File: src/rtl/io_strobe_seq_pkg.sv
// Shared definitions for the I/O strobe sequencer: state encoding and
// default bus-cycle timing.
package io_strobe_seq_pkg;
  localparam logic [1:0] S_IDLE   = 2'd0;
  localparam logic [1:0] S_SETUP  = 2'd1;
  localparam logic [1:0] S_STROBE = 2'd2;
  localparam logic [1:0] S_HOLD   = 2'd3;

  localparam int DEF_SETUP = 1;
  localparam int DEF_PW    = 2;
  localparam int DEF_HOLD  = 1;
  localparam int DEF_TMO   = 15;
endpackage

File: src/rtl/io_strobe_seq_cyc_cnt.sv
// 8-bit loadable cycle counter with clear; tc flags that the current
// cycle is the last one of a run of `term` cycles (cnt+1 == term).
module cyc_cnt (
  input  logic       cp,
  input  logic       rst_,
  input  logic       clr,
  input  logic       ld,
  input  logic [7:0] ld_val,
  input  logic       en,
  input  logic [7:0] term,
  output logic [7:0] cnt,
  output logic       tc
);
  logic [7:0] cnt_d, cnt_q;

  always_comb begin
    cnt_d = cnt_q;
    if (clr)     cnt_d = 8'd0;
    else if (ld) cnt_d = ld_val;
    else if (en) cnt_d = cnt_q + 8'd1;
  end

  always_ff @(posedge cp) begin
    if (!rst_) cnt_q <= 8'd0;
    else       cnt_q <= cnt_d;
  end

  assign cnt = cnt_q;
  assign tc  = ({1'b0, cnt_q} + 9'd1) == {1'b0, term};
endmodule

File: src/rtl/io_strobe_seq.sv
// Bus-cycle sequencer: turns a one-cycle host request into a timed
// select/enable/strobe cycle for the 8-way decoder, with ack timeout.
module io_strobe_seq
  import io_strobe_seq_pkg::*;
#(
  parameter int SETUP = DEF_SETUP,
  parameter int PW    = DEF_PW,
  parameter int HOLD  = DEF_HOLD,
  parameter int TMO   = DEF_TMO
) (
  input  logic       cp,
  input  logic       rst_,
  input  logic       req,
  input  logic       we,
  input  logic [2:0] addr,
  input  logic [7:0] wdata,
  output logic [7:0] rdata,
  output logic       busy,
  output logic       done,
  output logic       err,
  output logic       c,
  output logic       b,
  output logic       a,
  output logic       e1_,
  output logic       e2_,
  output logic       e3,
  output logic       e4,
  output logic       rd_,
  output logic       wr_,
  input  logic       ack_,
  input  logic [7:0] din,
  output logic [7:0] dout,
  output logic       doe
);
  localparam logic [8:0] PW_C  = 9'(PW);
  localparam logic [8:0] TMO_C = 9'(TMO);

  logic [1:0] state_d, state_q;
  logic       we_d, we_q;
  logic [2:0] addr_d, addr_q;
  logic [7:0] dout_d, dout_q;
  logic [7:0] rdata_d, rdata_q;
  logic       busy_d, busy_q, done_d, done_q, err_d, err_q;
  logic       en_d, en_q;   // enables asserted (e1_/e2_ low, e3/e4 high)
  logic       rd_d, rd_q, wr_d, wr_q, doe_d, doe_q;

  logic       cnt_clr, cnt_en, cnt_tc;
  logic [7:0] cnt, cnt_term;
  logic [8:0] n1;

  // SETUP and HOLD share the terminal compare; STROBE needs two thresholds
  assign cnt_term = (state_q == S_SETUP) ? 8'(SETUP) : 8'(HOLD);
  assign n1       = {1'b0, cnt} + 9'd1;

  cyc_cnt u_cnt (
    .cp     (cp),
    .rst_   (rst_),
    .clr    (cnt_clr),
    .ld     (1'b0),
    .ld_val (8'd0),
    .en     (cnt_en),
    .term   (cnt_term),
    .cnt    (cnt),
    .tc     (cnt_tc)
  );

  always_comb begin
    state_d = state_q;
    we_d    = we_q;
    addr_d  = addr_q;
    dout_d  = dout_q;
    rdata_d = rdata_q;
    busy_d  = busy_q;
    done_d  = 1'b0;
    err_d   = err_q;
    en_d    = en_q;
    rd_d    = rd_q;
    wr_d    = wr_q;
    doe_d   = doe_q;
    cnt_clr = 1'b0;
    cnt_en  = 1'b0;
    case (state_q)
      S_IDLE: begin
        if (req) begin
          we_d    = we;
          addr_d  = addr;
          dout_d  = wdata;
          busy_d  = 1'b1;
          en_d    = 1'b1;
          err_d   = 1'b0;
          doe_d   = we;
          cnt_clr = 1'b1;
          state_d = S_SETUP;
        end
      end
      S_SETUP: begin
        if (cnt_tc) begin
          rd_d    = we_q;
          wr_d    = ~we_q;
          cnt_clr = 1'b1;
          state_d = S_STROBE;
        end else begin
          cnt_en = 1'b1;
        end
      end
      S_STROBE: begin
        // ack wins over timeout when both land on the same edge
        if (n1 >= PW_C && !ack_) begin
          rd_d    = 1'b1;
          wr_d    = 1'b1;
          if (!we_q) rdata_d = din;
          cnt_clr = 1'b1;
          state_d = S_HOLD;
        end else if (n1 == TMO_C) begin
          rd_d    = 1'b1;
          wr_d    = 1'b1;
          err_d   = 1'b1;
          cnt_clr = 1'b1;
          state_d = S_HOLD;
        end else begin
          cnt_en = 1'b1;
        end
      end
      default: begin
        if (cnt_tc) begin
          en_d    = 1'b0;
          doe_d   = 1'b0;
          busy_d  = 1'b0;
          done_d  = 1'b1;
          cnt_clr = 1'b1;
          state_d = S_IDLE;
        end else begin
          cnt_en = 1'b1;
        end
      end
    endcase
  end

  always_ff @(posedge cp) begin
    if (!rst_) begin
      state_q <= S_IDLE;
      we_q    <= 1'b0;
      addr_q  <= 3'd0;
      dout_q  <= 8'd0;
      rdata_q <= 8'd0;
      busy_q  <= 1'b0;
      done_q  <= 1'b0;
      err_q   <= 1'b0;
      en_q    <= 1'b0;
      rd_q    <= 1'b1;
      wr_q    <= 1'b1;
      doe_q   <= 1'b0;
    end else begin
      state_q <= state_d;
      we_q    <= we_d;
      addr_q  <= addr_d;
      dout_q  <= dout_d;
      rdata_q <= rdata_d;
      busy_q  <= busy_d;
      done_q  <= done_d;
      err_q   <= err_d;
      en_q    <= en_d;
      rd_q    <= rd_d;
      wr_q    <= wr_d;
      doe_q   <= doe_d;
    end
  end

  assign {c, b, a} = addr_q;
  assign e1_   = ~en_q;
  assign e2_   = ~en_q;
  assign e3    = en_q;
  assign e4    = en_q;
  assign rd_   = rd_q;
  assign wr_   = wr_q;
  assign dout  = dout_q;
  assign doe   = doe_q;
  assign rdata = rdata_q;
  assign busy  = busy_q;
  assign done  = done_q;
  assign err   = err_q;
endmodule

File: config.mk
export PLATFORM = sky130hd
export DESIGN_NAME = io_strobe_seq
export DESIGN_NICKNAME = d
export VERILOG_FILES = /design/src/rtl/io_strobe_seq_pkg.sv /design/src/rtl/io_strobe_seq_cyc_cnt.sv /design/src/rtl/io_strobe_seq.sv
export SDC_FILE = /design/constraint.sdc
export NUM_CORES = 1
export LEC_CHECK = 0
export BUFFER_PORTS_ARGS = -buffer_cell sky130_fd_sc_hd__buf_2
export CAP_MARGIN = 5
export CORE_ASPECT_RATIO = 1.2
export CORE_MARGIN = 1
export CORE_UTILIZATION = 40
export CTS_CLUSTER_SIZE = 28
export DETAILED_ROUTE_END_ITERATION = 16
export GPL_TIMING_DRIVEN = 0
export SKIP_CTS_REPAIR_TIMING = 1
export SYNTH_ARGS = -nofsm -noshare
export SYNTH_HDL_FRONTEND = slang
export SYNTH_SLANG_ARGS = --single-unit
File: constraint.sdc
create_clock -name cp -period 4.04 [get_ports cp]
set_clock_uncertainty 0.1 [all_clocks]
set_input_delay 0.404 -clock cp [delete_from_list [all_inputs] [get_ports cp]]
set_output_delay 0.404 -clock cp [all_outputs]
set_load 0.005 [all_outputs]
==> flow_summary.yaml <==
worst_setup_path:
  regToRegStartpoint: "u_cnt.cnt[0]"
  critPathMaxFanout: 6
  r2r_cells: 9
  path_class: "flip-flop to flip-flop"
  endpoint_kind: "flip-flop"
  reg2reg_to: "u_cnt.cnt[3]"
  r2r_setup_slack_ns: 1.47
  cp.arrival_ns: 2.62
  start_kind: "flip-flop"
  crit_path_start: "u_cnt.cnt[0]"
  crit_end: "u_cnt.cnt[3]"
  required_ns: 4.09
yosys:
  synth_cells: 225
  synthArstFlopShare_pct: 0
  synth-seq-area-share_pct: 38.50
  syn_area_um2: 1872
  syn_nets: 256
  synth_cell_types: 48
  yosys_register_bits: 36
  syn_area_per_cell_um2: 8.319
  yosys_most_used_dff: "dfxtp_1"
  yosys_warnings: 0
  synth_edf_count: 0
route:
  num_vias: 1778
  drc: 0
  ant_nets: 0
  finalWirelength_um: 4422
  dr.pass1.iters: 5
  dr_wl_met3_um: 252
  wl_met2_um: 2118
  via_per_inst: 5.214
  top_layer_used: "met4"
  drtIter0Drc: 37
  wl_per_cell_um: 12.97
  wl_met1_um: 1986
final_layout:
  fillerInstances: 440
  antenna_cells: 0
  final_core_util_pct: 53.07
  drive_above_1_share_pct: 28.77
  area_delta_synth_final_pct: 23.60
  stdcell_area_um2: 2313
  nets: 315
clock_tree:
  htree_levels: 2
  cts_tree: "built"
  clk_latency_ns: 0.29
  numCtsBuffers: 5
  clock_sinks: 36
  ctsLongestPathBuffers: 2
  cts.clk_slew.worst_paths_ns: 0.08
  cts-root-buf: "clkbuf_8"
pwr:
  total_leakage_power_nw: 0.9837
  pwr_density_cell_nw_per_um2: 510.3
  ir_worst_vdd_mv: 0.2385
placement:
  globalplace.congestion: 0.7703
  place_hpwl_um: 3271
  portBuffers: 52
  post_dp_cell_area_um2: 2202
global_route:
  track_usage_pct: 19.17
  grt_pass1_wl_um: 7424
  grt_pass1_vias: 1667
  antenna_found_initial: 0
  grt_max_degree: 13
  grt.overflow.total: 0
sta:
  grt_setup_unrepaired: "false"
  timing.fmax_ghz: 0.3890
  worst_slew_pin_slew_ns: 0.6374
  slew_headroom_pct: 57.32
  tns_ns: 0
  hold_violations: 0
  min_period_ns: 2.571
  finalCritPeriodShare_pct: 63.63
  setup_violations: 0
  final_max_slew_viol_count: 0
floorplanning:
  core_area_um2: 4359
  initial_core_util_pct: 42.94
  die_w_um: 64.45
  fp.dieH_um: 76.94
  row_count: 26
  io_pins: 53
  dieArea_um2: 4958
status:
  status: "finished, final reports clean"
min_path:
  hold_path.class: "primary input to flip-flop"
flow_run:
  drv.max_cap_violation_count: 0
registers in the layout, indices dropped and copies added, names as in the netlist:
| signal | flops |
|---|---|
| e3 | 1 |
| we_q | 1 |
| u_cnt.cnt | 8 |
| dout | 8 |
| done | 1 |
| rdata | 8 |
| doe | 1 |
| state_q | 2 |
| addr_q | 3 |
| rd_ | 1 |
| err | 1 |
| wr_ | 1 |
metal layers:
metal / vias to the layer above / GRT usage (%)
met5: - / 0
met4: 0 / 7.333
met3: 5 / 5.804
met2: 46 / 32.21
met1: 832 / 22.45
li1: 895 / -
area by class of cell:
| cell class | count | area, um2 | area share, % |
|---|---|---|---|
| Multi-Input combinational cell | 162 | 1020 | 44.08 |
| Clock inverter | 3 | 42.54 | 1.839 |
| Buffer | 16 | 90.09 | 3.894 |
| Tap cell | 56 | 70.07 | 3.029 |
| Inverter | 11 | 41.29 | 1.785 |
| Sequential cell | 36 | 720.7 | 31.15 |
| Timing Repair Buffer | 52 | 260.3 | 11.25 |
| Clock buffer | 5 | 68.82 | 2.975 |
critical path, cell delays in order, from the launching register on:
cell and delay (ns):
dfxtp_1 0.44, inv_1 0.14, ha_1 0.36, nor2_1 0.06, a21oi_1 0.12, o41a_1 0.26, a311oi_1 0.07, mux2_4 0.31
o21bai_1 0.45, nor2_1 0.11
cell usage in the layout, fill, tap and decap left out, types with 2 or more instances in the layout:
| cell type | synthesis | layout |
|---|---|---|
| a21oi_1 | 20 | 20 |
| a311oi_1 | 4 | 4 |
| a31o_2 | 2 | 2 |
| a31oi_1 | 2 | 2 |
| and2_1 | 2 | 2 |
| buf_2 | 2 | 54 |
| buf_4 | 5 | 5 |
| clkbuf_1 | 7 | 7 |
| clkbuf_8 | 0 | 5 |
| dfxtp_1 | 36 | 36 |
| ha_1 | 7 | 7 |
| inv_1 | 10 | 10 |
| nand2_1 | 45 | 45 |
| nand3_1 | 14 | 14 |
| nor2_1 | 9 | 9 |
| nor2b_1 | 2 | 2 |
| nor3_1 | 2 | 2 |
| o2111ai_1 | 4 | 4 |
| o21a_1 | 2 | 2 |
| o21ai_0 | 14 | 14 |
| xnor2_1 | 2 | 2 |
| xor2_1 | 7 | 7 |
metrics by stage:
step	hold WS (ns)	total power, mW	setup slack (ns)	instances
after CTS	0.2329	1.196	1.479	341
final	0.2355	1.181	1.469	341
after global placement	0.3397	0.8713	1.490	333
after detailed placement	0.3430	0.8745	1.482	333
after global routing	0.2314	1.273	1.256	341
after floorplan	0.3395	0.7358	1.826	225
power by group:
group,leakage [nW],internal [mW],switching [mW]
Sequential,0.293,0.405,0.0283
Combinational,0.637,0.172,0.257
Clock,0.0541,0.183,0.135
worst min path at each step:
stage | start | to | slack, ns | cells past startpoint
after floorplan | we_q | wr_ | 0.34 | 1
after global placement | dout[2] | dout[2] | 0.34 | 2
after detailed placement | dout[5] | dout[5] | 0.34 | 2
after CTS | wdata[6] | dout[6] | 0.23 | 3
after global routing | wdata[6] | dout[6] | 0.23 | 3
final | wdata[6] | dout[6] | 0.24 | 3
cells by family after synthesis:
logic type	count (synthesis)	synth area share [%]
and+or+nand+nor	82	19.59
AOI/OAI and AO/OA	60	22.59
DFF	36	38.50
buffers and inverters	27	7.019
xor gates and xnor gates	10	5.081
adders and majority gates	7	4.679
muxes	3	2.540
synthesized netlist by cell type (all sizes together) (3+ instances only):
master | count | area [um2]
dfxtp | 36 | 720.7
xor2 | 7 | 61.31
o2111ai | 4 | 35.03
xnor2 | 3 | 33.79
nand3 | 14 | 70.07
o21ai | 14 | 70.07
a311oi | 4 | 35.03
a21oi | 20 | 100.1
nand2 | 46 | 175.2
ha | 7 | 87.58
clkbuf | 8 | 31.28
a31oi | 3 | 25.02
inv | 10 | 37.54
nor2 | 10 | 40.04
buf | 8 | 58.81
Note: power is estimated with default switching activity, not from simulation.
